==> src/rtl/ula_pkg.sv <==
// ula_pkg: shared types and flag bit positions for the ULA issue/retire stage
//   state_t : issue/retire FSM states (IDLE, EXEC, RESP)
//   FLG_*   : bit positions of Z/N/C/V inside the 4-bit flag vectors
package ula_pkg;
    typedef enum logic [1:0] {IDLE, EXEC, RESP} state_t;
    localparam int FLG_Z = 3;
    localparam int FLG_N = 2;
    localparam int FLG_C = 1;
    localparam int FLG_V = 0;
endpackage

==> src/rtl/ula_flag_reg.sv <==
// ula_flag_reg: architectural {Z,N,C,V} register with commit/clear priority
//   clk, rst_n : clock, asynchronous active-low reset
//   commit     : load d this edge (wins over clr)
//   clr        : synchronous clear when no commit
//   d          : flags from the ULA
//   q          : architectural flags
module ula_flag_reg (
    input  logic       clk,
    input  logic       rst_n,
    input  logic       commit,
    input  logic       clr,
    input  logic [3:0] d,
    output logic [3:0] q
);
    always_ff @(posedge clk or negedge rst_n)
        if (!rst_n)      q <= '0;
        else if (commit) q <= d;
        else if (clr)    q <= '0;
endmodule

==> src/rtl/ula_exec_stage.sv <==
// ula_exec_stage: valid/ready issue/retire stage around the external combinational ULA
//   req_*     : request handshake, operands, opcode, carry-chain select
//   alu_*     : registered operands to the ULA and its result/flags back
//   rsp_*     : response handshake, captured result and {Z,N,C,V}
//   flag_q    : architectural flags; C feeds the next op's carry-in when req_use_c
//   clr_flags : synchronous flag clear (loses to a same-edge commit)
//   ops_done  : wrapping retired-op counter
module ula_exec_stage
    import ula_pkg::*;
#(
    parameter int DATA_W = 8,
    parameter int OPC_W  = 5,
    parameter int CNT_W  = 16
) (
    input  logic              clk,
    input  logic              rst_n,
    input  logic              req_valid,
    output logic              req_ready,
    input  logic [DATA_W-1:0] req_a,
    input  logic [DATA_W-1:0] req_b,
    input  logic [OPC_W-1:0]  req_opcode,
    input  logic              req_use_c,
    output logic [DATA_W-1:0] alu_a,
    output logic [DATA_W-1:0] alu_b,
    output logic [OPC_W-1:0]  alu_opcode,
    output logic              alu_cin,
    input  logic [DATA_W-1:0] alu_r,
    input  logic              alu_z,
    input  logic              alu_n,
    input  logic              alu_c,
    input  logic              alu_v,
    output logic              rsp_valid,
    input  logic              rsp_ready,
    output logic [DATA_W-1:0] rsp_r,
    output logic [3:0]        rsp_flags,
    output logic [3:0]        flag_q,
    input  logic              clr_flags,
    output logic [CNT_W-1:0]  ops_done
);
    state_t state, state_nx;
    logic accept, commit;
    logic [3:0] alu_flags;

    assign alu_flags = {alu_z, alu_n, alu_c, alu_v};
    assign commit    = state == EXEC;
    assign rsp_valid = state == RESP;
    assign req_ready = state == IDLE || (state == RESP && rsp_ready);
    assign accept    = req_valid && req_ready;

    always_comb begin
        state_nx = state;
        case (state)
            IDLE:    if (accept) state_nx = EXEC;
            EXEC:    state_nx = RESP;
            RESP:    if (rsp_ready) state_nx = req_valid ? EXEC : IDLE;
            default: state_nx = IDLE;
        endcase
    end

    always_ff @(posedge clk or negedge rst_n)
        if (!rst_n) state <= IDLE;
        else        state <= state_nx;

    // Carry-in samples flag_q at accept; on a back-to-back accept this is
    // the value committed by the previous op's EXEC edge.
    always_ff @(posedge clk or negedge rst_n)
        if (!rst_n) begin
            alu_a      <= '0;
            alu_b      <= '0;
            alu_opcode <= '0;
            alu_cin    <= 1'b0;
        end else if (accept) begin
            alu_a      <= req_a;
            alu_b      <= req_b;
            alu_opcode <= req_opcode;
            alu_cin    <= req_use_c & flag_q[FLG_C];
        end

    always_ff @(posedge clk or negedge rst_n)
        if (!rst_n) begin
            rsp_r     <= '0;
            rsp_flags <= '0;
            ops_done  <= '0;
        end else if (commit) begin
            rsp_r     <= alu_r;
            rsp_flags <= alu_flags;
            ops_done  <= ops_done + CNT_W'(1);
        end

    ula_flag_reg u_flag_reg (
        .clk    (clk),
        .rst_n  (rst_n),
        .commit (commit),
        .clr    (clr_flags),
        .d      (alu_flags),
        .q      (flag_q)
    );
endmodule

==> config.mk <==
export PLATFORM = sky130hd
export DESIGN_NAME = ula_exec_stage
export DESIGN_NICKNAME = d
export VERILOG_FILES = /design/src/rtl/ula_pkg.sv /design/src/rtl/ula_flag_reg.sv /design/src/rtl/ula_exec_stage.sv
export SDC_FILE = /design/constraint.sdc
export NUM_CORES = 1
export LEC_CHECK = 0
export CAP_MARGIN = 5
export CORE_MARGIN = 2
export CORE_UTILIZATION = 38
export DETAILED_ROUTE_END_ITERATION = 10
export PLACE_DENSITY = 0.81
export SETUP_SLACK_MARGIN = 0.5
export SYNTH_ARGS = -nofsm -noshare
export SYNTH_HDL_FRONTEND = slang
export SYNTH_SLANG_ARGS = --single-unit
==> constraint.sdc <==
create_clock -name clk -period 1.7 [get_ports clk]
set_clock_uncertainty 0.2 [all_clocks]
set_input_delay 0.17 -clock clk [delete_from_list [all_inputs] [get_ports clk]]
set_output_delay 0.17 -clock clk [all_outputs]
set_load 0.02 [all_outputs]
# Word-level counts from Yosys, hierarchy flattened
# Cells that the tools add are included.
# classes
addsub	1
eq_ne	4
n_mux	6
bitwise	1
n_reduce_logical	6
# ops
cell	n
$add 16x1->16 const B	1
$mux 4	2
$pmux 2 s3	1
$mux 2	2
$eq 2x1->1 const B	1
$eq 2x2->1 const B	1
$logic_and 1x1->1	2
$logic_not 2->1	1
$ne 2x1->1 const B	1
$ne 2x2->1 const B	1
$reduce_and 2->1	1
$reduce_bool 2->1	1
$and 1x1->1	1
$logic_or 1x1->1	1
$mux 1	1
# word_totals
regBits	56
out_inout_bits	56
wordCells	27

# Logic depth before layout (Yosys ltp)
# logic_depth
depth_word	6
mapped_depth	5

# Cells and area by module
# Synthesis repeated with hierarchy kept, for this count alone.
# hier_totals
cells_unflattened	175
area_unflattened_um2	2207.1
# modules_own_cells
mod	n_inst	cells_each	area_each_um2	seq_area_each_um2
ula_exec_stage	1	166	2065.7	1301.2
ula_flag_reg	1	9	141.4	100.1

# Least setup slack after synthesis
# No wires, ideal clock.
# synth_path
path_kind	flip-flop to flip-flop
from	register ops_done[0]
to	register ops_done[12]
setup_time_ns	0.129
arrival_time_ns	1.408
required_time_ns	1.371
path_slack_ns	-0.037
stages_incl_launch_ff	6
path_buffers	0
period_less_slack_ns	1.737
path_cell_list	dfrtp_1 > ha_1 > inv_1 > nor4_4 > nand4_1 > xnor2_1
# synth_via
elab_chain_len	1
# synth_lines
item	line	source
start, declared	ula_exec_stage.sv:38	output logic [CNT_W-1:0] ops_done
start signal, assigned	ula_exec_stage.sv:87	ops_done <= ops_done + CNT_W'(1);
$add 16x1->16	ula_exec_stage.sv:87	
# No other way between the ends.
# A chain may end at the register's enable or synchronous reset.

# Worst setup path after layout
# layout_path
from	register state[1]
to	register ops_done[4]
# layout_via
elab_chain_len	1
# layout_lines
item	line	source
start, declared	ula_exec_stage.sv:40	state_t state, state_nx;
start signal, assigned	ula_exec_stage.sv:62	else state <= state_nx;
$eq 2x1->1	ula_exec_stage.sv:45	assign commit = state == EXEC;
# No other way between the ends.

==> impl_metrics.csv <==
group,metric,value,unit
status,status,"complete, but fails checks",
status,violations,"setup timing",
yosys,yosysMostFrequentCell,"dfrtp_1",
place,gp_congestion,0.7606,
sta,worst_pin_slew,0.3699,ns
yosys,synth_cell_types,25,
final_layout,diodes,0,
sta,finalHoldViolations,0,
sta,setup_viol_count_final,1,
sta,layout_setup_ws,-0.009527,ns
sta,fin_crit_sh,100.6,%
route,dr.first_iter.drc_count,64,
floorplan,die_h,80.21,um
final_layout,layout.nets,377,
yosys,synthTopCellsByCount,"dfrtp_1 (56), nand2_1 (49), mux2_2 (18)",
floorplan,die-area,0.006434,mm2
floorplan,core_area,0.005574,mm2
cts,clkSinkCount,56,
critical_path,cp-start-kind,"flop",
floorplan,die_w,80.21,um
grt,grt_pass1_wl,8.756,mm
power,powerDensity,1249,mW/mm2
floorplan,num_rows,27,
cts,cts_buffer_depth,2,
final_layout,fin_cells,410,
sta,fin_crit,1.710,ns
cts,ctsRootBufferMaster,"clkbuf_8",
critical_path,worstPathMaxFanout,5,
place,dp.cells,346,
grt,grt_antenna_before_repair,0,
sta,max_slew_margin,75.15,%
route,wl_per_cell,14.73,um
critical_path,crit_arrival,1.71,ns
yosys,async_flop_share,100.0,%
sta,fmax,0.5850,GHz
route,drtAntennaViolNets,0,
yosys,synthTopCellsByArea,"dfrtp_1 (63%), mux2_2 (9.2%), nand2_1 (8.3%)",
grt,grt_pass1_vias,1821,
critical_path,cp_cell_sequence,"nand2b_4 -> buf_4 -> buf_6 -> or3_4 -> xnor2_1",
critical_path,critPathMaxStageDelay,0.46,ns
route,routed_via_density,4.605,
grt,grtUsageTotal,17.74,%
run,cap_violations,0,
sta,rsz0062_at_grt,"yes",
floorplan,ios,95,
min_path,hp-class,"in2reg",
cts,numCtsBuffers,5,
cts,clk_pin_slew_worst_paths,0.10,ns
floorplan,start_util,39.60,%
cts,cts_tree,"yes",
sta,setup_tns,-0.009527,ns
cts,htreeDepth,2,
power,p_total,5.177,mW
final_layout,synthToLayoutAreaGrowth,87.81,%
sta,finalMaxSlewViolations,0,
yosys,ys_ff_latch,56,
yosys,synthFlopType,"dfrtp_1",
yosys,synth_top_area_share,63.49,%
route,first_pass_iters,4,
final_layout,final_layout_size_suffix_gt1_share,52.66,%
grt,grt_max_degree,31,
place,io_buffer_count,94,
yosys,avgSynthCellArea,12.47,um2
critical_path,slowest_stage,"dfrtp_2",
place,dp_hpwl,3.587,mm
yosys,syn_area,0.002207,mm2
route,drc_errors,0,
critical_path,crit_family,"simple AND/OR/NAND/NOR gates",
yosys,syn_inst,177,
critical_path,path_class,"reg2reg",
yosys,synth-warning-count,0,
power,leakage,2.034,nW
place,dpl_worst_slack,-0.2135,ns
power,vdd_drop_max,807.8,uV
sta,worst_hold_slack,0.1776,ns
yosys,synth-seq-area-share,63.49,%
yosys,synth_nets,217,
yosys,synth_edf_count,0,
critical_path,cp-end-kind,"flop",
critical_path,crit_buf_inv,2,
cts,clock_latency,0.30,ns
yosys,synth_top_cell_by_area,"dfrtp_1",
critical_path,critPathRequiredTime,1.70,ns
route,totalWireLength,6.039,mm
route,vias,1888,
grt,overflow,0,
==> power by group <==
group	internal, mW	switching (mW)
registers	1.67	0.282
logic	1.46	1.04
clock network	0.296	0.440
==> layout by cell type (no fill, tap or decap), drive strengths merged, types with 2 or more instances in the layout <==
master and instances:
xnor2 12, mux2 21, xor2 3, nand3 4, buf 119, nor2 2
clkinv 2, nand4 3, and4 3, clkdlybuf4s50 37, clkbuf 7, dfrtp 56
nor2b 2, inv 5, nand2 49, nor4 2, a22o 3
==> what timing repair did <==
| item | in CTS | in global routing |
|---|---|---|
| gates cloned | 2 | 2 |
| pin swaps | 7 | 8 |
| setup buffers | 28 | 23 |
| gates resized for setup | 340 | 35 |
| endpoints found under the setup margin | 112 | 112 |
| hold buffers | 1 | 0 |
| hold endpoints to repair | 56 | 0 |
==> kinds of logic (layout without fill, tap and decap cells) <==
logic type | Yosys count | after routing | share of synthesized area [%]
AOI/OAI and AO/OA | 7 | 7 | 2.551
xor gates and xnor gates | 15 | 15 | 5.953
DFF | 56 | 56 | 63.49
buffers and inverters | 10 | 171 | 2.040
muxes | 21 | 21 | 10.71
and+or+nand+nor | 67 | 67 | 14.68
adders and majority gates | 1 | 1 | 0.5668
==> sequential cells by signal, summed over array words and instances, names as in the netlist <==
name,count
rsp_r,8
rsp_flags,4
alu_a,8
alu_cin,1
ops_done,16
u_flag_reg.q,4
alu_b,8
state,2
alu_opcode,5
==> stage by stage <==
| step | utilization (%) | instance area, um2 |
|---|---|---|
| after floorplan | - | 2350 |
| after global placement | 60.88 | 3393 |
| after detailed placement | 60.88 | 3393 |
| after CTS | 68.40 | 3812 |
| after global routing | 74.37 | 4145 |
| final | 74.37 | 4145 |
==> worst reg2reg max path, delay by kind of cell (launching register included) <==
kind / cells / cell delay, ns
simple gates: 2 / 0.56
flops: 1 / 0.46
xor+xnor: 1 / 0.13
buf+inv: 2 / 0.26
==> layer usage <==
| layer | vias up | global-route usage, % | part of all wire [%] |
|---|---|---|---|
| li1 | 900 | - | - |
| met1 | 926 | 23.08 | 42 |
| met2 | 58 | 29.83 | 52 |
| met3 | 4 | 4.494 | 4.8 |
| met4 | 0 | 4.068 | 0.63 |
| met5 | - | 0 | 0 |
==> area by class of cell <==
class,instances,area (um2)
clock buffers,5,68.82
clock inverters,3,22.52
fillers,397,1429
inverters,4,15.01
multi-input cells,111,909.6
flip-flops and latches,56,1416
well taps,72,90.09
repair buffers,159,1623
==> path summary, 6_finish.rpt <==
check	start	end	slack (ns)	depth (start not counted)
setup / recovery	state[1]	ops_done[4]	-0.01	5
hold / removal	alu_r[5]	rsp_r[5]	0.18	3
setup reg to reg	state[1]	ops_done[4]	-0.01	5
hold reg to reg	ops_done[9]	ops_done[9]	0.29	1
max in group asynchronous	rst_n	state[1]	0.78	3
min in group asynchronous	rst_n	ops_done[3]	0.20	3
No activity file was read; power rests on OpenSTA's default activity.
